$ cat config.mk
export PLATFORM = sky130hd
export DESIGN_NAME = dmem_ctrl
export DESIGN_NICKNAME = d
export VERILOG_FILES = /design/src/rtl/riscv_pkg.sv /design/src/rtl/dmem_ctrl.sv
export SDC_FILE = /design/constraint.sdc
export NUM_CORES = 1
export LEC_CHECK = 0
export ABC_AREA = 0
export BUFFER_PORTS_ARGS = -buffer_cell sky130_fd_sc_hd__buf_2
export CAP_MARGIN = 10
export CORE_AREA = 2 2 73 75
export CTS_CLUSTER_SIZE = 25
export DETAILED_ROUTE_END_ITERATION = 16
export DIE_AREA = 0 0 75 77
export PLACE_DENSITY = 0.67
export SYNTH_ARGS = -nofsm -noshare
export SYNTH_HDL_FRONTEND = slang
export SYNTH_SLANG_ARGS = --single-unit
$ cat constraint.sdc
create_clock -name clk -period 2.4 [get_ports clk]
set_clock_uncertainty 0.05 [all_clocks]
set_input_delay 0.24 -clock clk [delete_from_list [all_inputs] [get_ports clk]]
set_output_delay 0.24 -clock clk [all_outputs]
set_load 0.02 [all_outputs]
$ cat src/rtl/riscv_pkg.sv
// Shared core package: data-memory region defaults and controller state encoding.
package riscv_pkg;

    localparam logic [31:0] DMEM_BASE   = 32'h0001_0000;
    localparam int unsigned DMEM_AW     = 12;
    localparam int unsigned DMEM_WCNT_W = 4;

    typedef enum logic [0:0] {
        DMEM_IDLE = 1'b0,
        DMEM_WAIT = 1'b1
    } dmem_state_e;

endpackage

$ cat src/rtl/dmem_ctrl.sv
// Data-memory controller between the LSU data port and a single-port byte-masked SRAM.
// Grants LSU requests after WAIT_CYCLES wait states, range/byte-enable checks each access,
// and returns one in-order response (valid/error/rdata) per grant, optionally through an
// extra output register (OUT_REG).
// Ports:
//   clk, reset_n                      clock, async active-low reset
//   data_req/wr/addr/wdata/be         LSU request, held until data_gnt
//   data_gnt                          request accepted this cycle
//   data_valid/error/rdata            response, one pulse per grant
//   mem_cs/we/addr/wdata/wmask        SRAM request, driven in the grant cycle
//   mem_rdata                         SRAM read data, one cycle after mem_cs
module dmem_ctrl
    import riscv_pkg::*;
#(
    parameter int unsigned MEM_AW      = DMEM_AW,
    parameter logic [31:0] BASE_ADDR   = DMEM_BASE,
    parameter int unsigned WAIT_CYCLES = 0,
    parameter bit          OUT_REG     = 1'b0
) (
    input  logic              clk,
    input  logic              reset_n,
    input  logic              data_req,
    input  logic              data_wr,
    input  logic [31:0]       data_addr,
    input  logic [31:0]       data_wdata,
    input  logic [3:0]        data_be,
    output logic              data_gnt,
    output logic [31:0]       data_rdata,
    output logic              data_valid,
    output logic              data_error,
    output logic              mem_cs,
    output logic              mem_we,
    output logic [MEM_AW-1:0] mem_addr,
    output logic [31:0]       mem_wdata,
    output logic [3:0]        mem_wmask,
    input  logic [31:0]       mem_rdata
);

    localparam int unsigned WCNT_W      = DMEM_WCNT_W;
    localparam logic [32:0] REGION_SIZE = 33'(4) << MEM_AW;
    // 33-bit end so a region touching the top of the address space cannot wrap.
    localparam logic [32:0] REGION_END  = {1'b0, BASE_ADDR} + REGION_SIZE;

    dmem_state_e       state_q, state_d;
    logic [WCNT_W-1:0] wcnt_q, wcnt_d;
    logic              gnt_c;
    logic              err_c;

    // Out-of-region or empty byte mask.
    assign err_c = (data_addr < BASE_ADDR)
                || ({1'b0, data_addr} >= REGION_END)
                || (data_be == 4'h0);

    // State register and wait counter.
    always_ff @(posedge clk or negedge reset_n) begin
        if (!reset_n) begin
            state_q <= DMEM_IDLE;
            wcnt_q  <= '0;
        end else begin
            state_q <= state_d;
            wcnt_q  <= wcnt_d;
        end
    end

    // Next-state and grant decode.
    always_comb begin
        state_d = state_q;
        wcnt_d  = wcnt_q;
        gnt_c   = 1'b0;
        case (state_q)
            DMEM_IDLE: begin
                if (data_req) begin
                    if (WAIT_CYCLES == 0) begin
                        gnt_c = 1'b1;
                    end else begin
                        state_d = DMEM_WAIT;
                        wcnt_d  = WCNT_W'(WAIT_CYCLES - 1);
                    end
                end
            end
            DMEM_WAIT: begin
                if (!data_req) begin
                    state_d = DMEM_IDLE;
                end else if (wcnt_q == '0) begin
                    gnt_c   = 1'b1;
                    state_d = DMEM_IDLE;
                end else begin
                    wcnt_d = wcnt_q - WCNT_W'(1);
                end
            end
            default: state_d = DMEM_IDLE;
        endcase
    end

    // Zero-wait grant is combinational from data_req; hold it low while in reset.
    assign data_gnt  = gnt_c & reset_n;

    // SRAM side: errored accesses never select the array.
    assign mem_cs    = data_gnt & ~err_c;
    assign mem_we    = mem_cs & data_wr;
    assign mem_wmask = mem_we ? data_be : 4'h0;
    assign mem_addr  = data_addr[MEM_AW+1:2];
    assign mem_wdata = data_wdata;

    logic        rsp_vld_q, rsp_err_q, rsp_wr_q;
    logic [31:0] rsp_rdata_c;

    // First response stage, aligned with SRAM read data.
    always_ff @(posedge clk or negedge reset_n) begin
        if (!reset_n) begin
            rsp_vld_q <= 1'b0;
            rsp_err_q <= 1'b0;
            rsp_wr_q  <= 1'b0;
        end else begin
            rsp_vld_q <= data_gnt;
            rsp_err_q <= err_c;
            rsp_wr_q  <= data_wr;
        end
    end

    assign rsp_rdata_c = (rsp_vld_q & ~rsp_wr_q & ~rsp_err_q) ? mem_rdata : 32'h0;

    if (OUT_REG) begin : g_out_reg
        logic        out_vld_q, out_err_q;
        logic [31:0] out_rdata_q;

        // Extra output stage; one register deep keeps full throughput.
        always_ff @(posedge clk or negedge reset_n) begin
            if (!reset_n) begin
                out_vld_q   <= 1'b0;
                out_err_q   <= 1'b0;
                out_rdata_q <= 32'h0;
            end else begin
                out_vld_q   <= rsp_vld_q;
                out_err_q   <= rsp_vld_q & rsp_err_q;
                out_rdata_q <= rsp_rdata_c;
            end
        end

        assign data_valid = out_vld_q;
        assign data_error = out_err_q;
        assign data_rdata = out_rdata_q;
    end else begin : g_no_out_reg
        assign data_valid = rsp_vld_q;
        assign data_error = rsp_vld_q & rsp_err_q;
        assign data_rdata = rsp_rdata_c;
    end

endmodule

# --- Yosys cells after proc, flatten, opt, wreduce, memory -nomap -nowiden ---
# Cells that the tools add are included.
totals:
  in_bits: 104
  wordCells: 37
  register_bits: 8
  output_inout_bits: 85
op_classes:
  order_cmp: 2
  add_sub_neg: 1
  eq_ne: 2
  n_reduce_logical: 5
  bitwise: 10
  muxes: 12
ops:
  columns: ["operator", "count"]
  rows:
  - [">= comparator 32 x 17 -> 1 bit, second input constant", 1]
  - ["< comparator 32 x 17 -> 1 bit, second input constant", 1]
  - ["2-to-1 mux 32 bit", 1]
  - ["2-to-1 mux 4 bit", 4]
  - ["logical NOT 4 bit", 2]
  - ["AND 1 bit", 6]
  - ["2-to-1 mux 1 bit", 5]
  - ["!= test 2 bit, second input constant", 2]
  - ["NOT 1 bit", 4]
  - ["one-hot mux 1 bit (2 select lines)", 2]
  - ["subtractor 4 x 1 -> 4 bit, second input constant", 1]
  - ["AND reduction 3 bit", 1]
  - ["logical OR 1 bit", 2]

# --- Longest topological paths before layout ---
# Gate-level depths: netlist (run 1).
logic_depth:
  ltp_word: 8
  mapped_depth: 5
  ltp_nobuf: 5

# --- Least setup slack after synthesis (run 1) ---
# OpenSTA, ideal clock, no wires.
synth_path:
  kind: "register -> output"
  start: "reg wcnt_q[0]"
  end: "out mem_wmask[0]"
  setup_slack_ns: 0.560
  path_buffers: 0
  arrival_ns: 1.550
  path_stages_with_launch: 6
  t_required_ns: 2.110
  cell_sequence: "dfrtp_1 -> inv_1 -> ha_1 -> nor3b_4 -> o2111ai_2 -> nor3_1"
synth_via:
  elab_chain_cells: 8
synth_rtl:
  columns: ["item", "line", "text"]
  rows:
  - ["from (decl)", "dmem_ctrl.sv:45", "logic [WCNT_W-1:0] wcnt_q, wcnt_d;"]
  - ["from (signal assigned)", "dmem_ctrl.sv:61", "wcnt_q <= wcnt_d;"]
  - ["logical NOT 4 bit", "dmem_ctrl.sv:84", "end else if (wcnt_q == '0) begin"]
  - ["2-to-1 mux 1 bit", "dmem_ctrl.sv:84", null]
  - ["2-to-1 mux 1 bit", "dmem_ctrl.sv:82", "if (!data_req) begin"]
  - ["one-hot mux 1 bit (2 select lines)", "dmem_ctrl.sv:70", "case (state_q)"]
  - ["AND 1 bit", "dmem_ctrl.sv:96", "assign data_gnt = gnt_c & reset_n;"]
  - ["AND 1 bit", "dmem_ctrl.sv:99", "assign mem_cs = data_gnt & ~err_c;"]
  - ["AND 1 bit", "dmem_ctrl.sv:100", "assign mem_we = mem_cs & data_wr;"]
  - ["2-to-1 mux 4 bit", "dmem_ctrl.sv:101", "assign mem_wmask = mem_we ? data_be : 4'h0;"]
  - ["to (decl)", "dmem_ctrl.sv:35", "output logic [3:0] mem_wmask,"]
# Every way passes these cells.

# --- Worst setup path in the final report (run 1) ---
layout_path:
  start: "in reset_n"
  end: "out mem_wmask[1]"
layout_via:
  elab_chain_cells: 4
layout_rtl:
  columns: ["item", "line", "text"]
  rows:
  - ["from (decl)", "dmem_ctrl.sv:21", "input logic reset_n,"]
  - ["AND 1 bit", "dmem_ctrl.sv:96", null]
  - ["AND 1 bit", "dmem_ctrl.sv:99", null]
  - ["AND 1 bit", "dmem_ctrl.sv:100", null]
  - ["2-to-1 mux 4 bit", "dmem_ctrl.sv:101", null]
# Every way passes these cells.

==> impl_metrics.ini, run 1 <==
[cts]
clock-root-buffer = clkbuf_8
cts_resized = 0
clkSinkCount = 8
path_clk_slew_ns = 0.04
clkLatencyLatePin_ns = 0.23
clockBufferDepth = 2
cts_made_buffers = 3
cts_tree = built
htreeDepth = 1

[die]
initial_core_util_pct = 21.17
fp.dieW_um = 75
die_h_um = 77
core_um2 = 4977
row_count = 26
die_area_um2 = 5775
pin_count = 189

[finish]
synthToLayoutAreaGrowth_pct = 28.03
nFillCells = 540
final_util_pct = 27.10
antenna-diode-count = 0
drive_gt1_share_pct = 61.88
fin_nets = 288
final_cells = 251

[placed_design]
hpwl_mm = 2.320
port_buffers = 98
gp_congestion = 0.7056
dp.cells = 247

[timing]
max_freq_mhz = 484.1
hold_viol = 0
fin_setup_tns_ns = 0
worst_pin_slew_ns = 0.3212
setup_viol_count_final = 0
fin_crit_sh_pct = 86.07
slew_headroom_pct = 78.41
rsz0062_at_grt = false
final_max_slew_viol_count = 0
fin_crit_ns = 2.066

[min_path]
min_path_type = in -> reg

[critical_path]
reg2reg_slack_ns = 1.02
start_kind = primary input
cp.required_ns = 2.11
end_kind = output port
critPathMaxFanout = 9
worstSetupPathType = in -> out
cp.arrival_ns = 1.78

[global_route]
grt_pass1_wl_mm = 3.594
grt_use_total_pct = 8.325
grt_max_degree = 33
grt_pass1_vias = 788
grt.overflow.total = 0
antenna_found_initial = 0

[synthesis]
synth_top_area_cell = buf_4
yosysWarnings = 0
syn-num-nets = 230
synth_area_per_cell_um2 = 8.428
ys_seq_area_share_pct = 19.00
synthTopCellsByArea = buf_4 (31%), and2_1 (20%), dfrtp_1 (19%), nor3_1 (2.4%), nor4_2 (2.4%)
ys_types = 25
yosysTopAreaCellShare_pct = 31.35
netlist_instances = 125
syn_area_um2 = 1054
synth-seq-cells = 8

[drt]
drcViolationCount = 0
vias_per_cell = 3.837
drt_iter0_markers = 8
first_pass_iters = 4
wl_per_cell_um = 10.65
routed_wl_mm = 2.672
antenna_left = 0
vias = 963

[outcome]
outcome = completed

[pwr]
power_density_nw_per_um2 = 273.0
leakagePower_uw = 0.0007637
peakVddDrop_v = 0.0002831

[job]
drv_cap = 0
## registers in the layout (all words and copies together) (netlist names)
| name | count |
|---|---|
| data_valid | 1 |
| rsp_wr_q | 1 |
| rsp_err_q | 1 |
| wcnt_q | 4 |
| state_q | 1 |
## layout make-up
| class | count | area [µm²] | share of cell area, % |
|---|---|---|---|
| flip-flops and latches | 8 | 200.2 | 14.84 |
| multi-input cells | 66 | 496.7 | 36.83 |
| clock buffers | 3 | 41.29 | 3.061 |
| inverters | 4 | 15.01 | 1.113 |
| well taps | 70 | 87.58 | 6.494 |
| repair buffers | 100 | 508.0 | 37.66 |
## power by group
group          internal (µW)  total, µW  leakage [µW]  switching, µW
Combinational           41.0       69.2      0.000649           28.2
Clock                    109        161     0.0000216           52.3
Sequential               137        138     0.0000927          0.814
Total                    287        368      0.000764           81.3
## cells in the mapped netlist
cell,instances
xnor2_1,2
nor3_1,5
or3_1,1
dfrtp_1,8
nor3b_4,1
nand4_4,1
o2111ai_1,1
buf_4,44
ha_1,1
nand2_1,5
nor4b_2,1
nor4_4,1
or4_4,1
o2111ai_2,1
o21a_1,1
mux2i_1,1
nand3b_1,1
xor2_1,1
nor3b_2,1
nor4_2,2
nor2_1,3
nor3_2,1
inv_1,4
and2_1,34
clkbuf_1,3
## layer usage
layer	wire, µm	part of all wire [%]	GRT usage, %
met5	0	0	0
met4	79	3.0	5.714
met3	422	16	4.336
met2	1079	40	11.32
met1	1090	41	9.841
## cell families (layout without fill, tap and decap cells)
family          after synthesis  count (layout)  share of synthesized area [%]
compound gates                3               3                          2.969
xor+xnor                      3               3                          2.495
fa+ha+maj                     1               1                          1.187
buf+inv                      51             107                          33.85
flops                         8               8                          19.00
mux                           1               1                         0.9502
simple gates                 58              58                          39.55
## cells in the final DEF, fill, tap and decap left out
master,count
clkbuf_8,3
nand3b_1,1
o2111ai_1,1
nor3_1,5
buf_4,1
nor2_1,3
nor4_4,1
dlygate4sd3_1,1
nand4_4,1
ha_1,1
or4_4,1
nor4b_2,1
o2111ai_2,1
buf_2,98
inv_1,4
and2_1,34
mux2i_1,1
dfrtp_1,8
xnor2_1,2
o21a_1,1
nor3b_4,1
nor3b_2,1
or3_1,1
xor2_1,1
nor4_2,2
nor3_2,1
nand2_1,5
## what timing repair did
action | in CTS | in global routing
hold endpoints to repair | 8 | 0
buffers inserted | 0 | 0
hold buffers | 1 | 0
## stage by stage
stage | hold slack [ns] | total power, µW | setup slack [ns] | area [µm²]
after floorplan | -0.1056 | 260.8 | 0.5602 | 1054
after global placement | 0.04527 | 207.6 | 0.6265 | 1297
after detailed placement | 0.04498 | 208.9 | 0.6331 | 1297
after CTS | 0.1416 | 373.3 | 0.3132 | 1349
after global routing | 0.1538 | 383.3 | 0.1344 | 1349
final | 0.1429 | 368.2 | 0.3344 | 1349
## final timing paths
path / startpoint / endpoint / cells after the start
worst min-delay path: data_wr / rsp_wr_q$_DFF_PN0_ / 1
worst min register to register: wcnt_q[0]$_DFFE_PN0P_ / wcnt_q[0]$_DFFE_PN0P_ / 2
min in group asynchronous: reset_n / wcnt_q[1]$_DFFE_PN0P_ / 2
worst max register to register: wcnt_q[0]$_DFFE_PN0P_ / wcnt_q[1]$_DFFE_PN0P_ / 5
max in group asynchronous: reset_n / data_valid$_DFF_PN0_ / 2
worst max-delay path: reset_n / mem_wmask[1] / 6
## critical path, stage by stage
cell           delay [ns]
dlygate4sd3_1        0.52
buf_2                0.21
and2_1               0.19
o2111ai_2            0.21
nor3_1               0.21
buf_2                0.19
Power figures use the tool's default switching activity.
==> inputs of run 2 (changes only) <==
clock period = 2.47 ns   (was 2.4 ns; I/O delays follow)
==> impl_metrics.ini, run 2 (same netlist as run 1, synthesis figures left out) <==
[timing]
rsz0062_at_grt = false
slew_headroom_pct = 78.60
hold_viol = 0
final_max_slew_viol_count = 0
whs_ns = 0.1458
max_freq_mhz = 478.6
setup_viol_count_final = 0
fin_setup_tns_ns = 0
worst_pin_slew_ns = 0.3184
fin_crit_sh_pct = 84.59
fin_crit_ns = 2.089

[drt]
wl_met3_um = 460
met2_length_mm = 1.078
antenna_left = 0
vias_per_cell = 3.797
drt_iter0_markers = 4
routed_wl_mm = 2.689
routed.top_layer = met4
vias = 953
wl_per_cell_um = 10.71
wl_met1_mm = 1.072
drcViolationCount = 0
first_pass_iters = 3

[critical_path]
start_kind = primary input
cp.arrival_ns = 1.79
crit_top_cell = buf_2
r2r_cells = 5
worstSetupPathType = in -> out
reg2reg_slack_ns = 1.11
reg2reg_from = wcnt_q[0]$_DFFE_PN0P_
cpLargestDelayFamily = buffers and inverters
cp_slowest_cell = dlygate4sd3_1
critical_path.cell_chain = dlygate4sd3_1 > buf_2 > and2_1 > o2111ai_2 > nor3_1 > buf_2
critical_path_cell_count = 6
critPathMaxFanout = 9
rr_endpoint = wcnt_q[1]$_DFFE_PN0P_
max_stage_delay_ns = 0.52
cp.required_ns = 2.17
path_buf_inv = 3
end_kind = output port

[outcome]
outcome = completed

[placed_design]
gp_congestion = 0.6949
placed_area_um2 = 1297
hpwl_mm = 2.365
port_buffers = 98
dp.cells = 247

[cts]
cts_resized = 0
clockBufferDepth = 2
cts_tree = built
cts_made_buffers = 3
clkSinkCount = 8
clkLatencyLatePin_ns = 0.23
clock-root-buffer = clkbuf_8
path_clk_slew_ns = 0.04
htreeDepth = 1

[pwr]
peakVddDrop_v = 0.0002507
power_density_nw_per_um2 = 264.7
leakagePower_uw = 0.0007637

[die]
die_area_um2 = 5775
initial_core_util_pct = 21.17
row_count = 26
pin_count = 189
fp.dieW_um = 75
die_h_um = 77
core_um2 = 4977

[global_route]
grt_pass1_vias = 868
grt_use_total_pct = 9.108
grt_max_degree = 33
grt.overflow.total = 0
antenna_found_initial = 0
grt_pass1_wl_mm = 3.905

[finish]
final_common_cell = buf_2
final_area_um2 = 1349
layout_common_cells = buf_2 (98), and2_1 (34), dfrtp_1 (8)
final_cells = 251
nFillCells = 546
fin_nets = 288
antenna-diode-count = 0
regMostFlops = wcnt_q
drive_gt1_share_pct = 61.88
synthToLayoutAreaGrowth_pct = 28.03
largest_reg_flops = 4

[min_path]
whs_path_depth = 1
hold_start = data_wr
hold_end = rsp_wr_q$_DFF_PN0_
min_path_type = in -> reg

[job]
drv_cap = 0
## run 2: cell counts in the layout (fill, tap and decap cells not counted)
No cell type changed its count.
## run 2: report_power, final
group / internal, µW / switching, µW
logic: 39.8 / 27.5
registers: 133 / 0.799
clock network: 105 / 50.0
## run 2: cell type report
| cell class | count | area (µm²) | area share, % |
|---|---|---|---|
| well taps | 70 | 87.58 | 6.494 |
| multi-input cells | 66 | 496.7 | 36.83 |
| repair buffers | 100 | 508.0 | 37.66 |
| flip-flops and latches | 8 | 200.2 | 14.84 |
| clock buffers | 3 | 41.29 | 3.061 |
| inverters | 4 | 15.01 | 1.113 |
## run 2: per-layer routing
layer / vias up / global-route usage [%]
met1: 388 / 10.15
met3: 8 / 5.256
met5: - / 0
met4: 0 / 6.250
li1: 467 / -
met2: 90 / 12.72
## run 2: through the flow
| step | util (%) | worst slack (ns) | power (µW) |
|---|---|---|---|
| 2_1_floorplan | - | 0.6232 | 253.4 |
| 3_3_place_gp | 26.07 | 0.6861 | 201.6 |
| 3_5_place_dp | 26.07 | 0.6767 | 203.1 |
| 4_1_cts | 27.10 | 0.3524 | 364.5 |
| 5_1_grt | 27.10 | 0.2221 | 379.8 |
| 6_report | 27.10 | 0.3807 | 357.0 |
## run 2: what timing repair did
action / 4_1_cts / 5_1_grt
hold endpoints to repair: 8 / 0
hold buffers: 1 / 0
setup buffers: 0 / 0
## run 2: worst max path at each step
| stage | start | end | slack [ns] |
|---|---|---|---|
| 2_1_floorplan | wcnt_q[0]$_DFFE_PN0P_ | mem_wmask[0] | 0.62 |
| 3_3_place_gp | wcnt_q[0]$_DFFE_PN0P_ | mem_wmask[1] | 0.69 |
| 3_5_place_dp | wcnt_q[0]$_DFFE_PN0P_ | mem_wmask[1] | 0.68 |
| 4_1_cts | reset_n | mem_wmask[1] | 0.35 |
| 5_1_grt | reset_n | mem_wmask[2] | 0.22 |
| 6_report | reset_n | mem_wmask[1] | 0.38 |
## run 2: worst register-to-register path: stages, from the launching register on
cell	delay [ns]
dfrtp_1	0.33
inv_1	0.06
ha_1	0.21
nor3b_4	0.17
nor2_1	0.24
mux2i_1	0.22
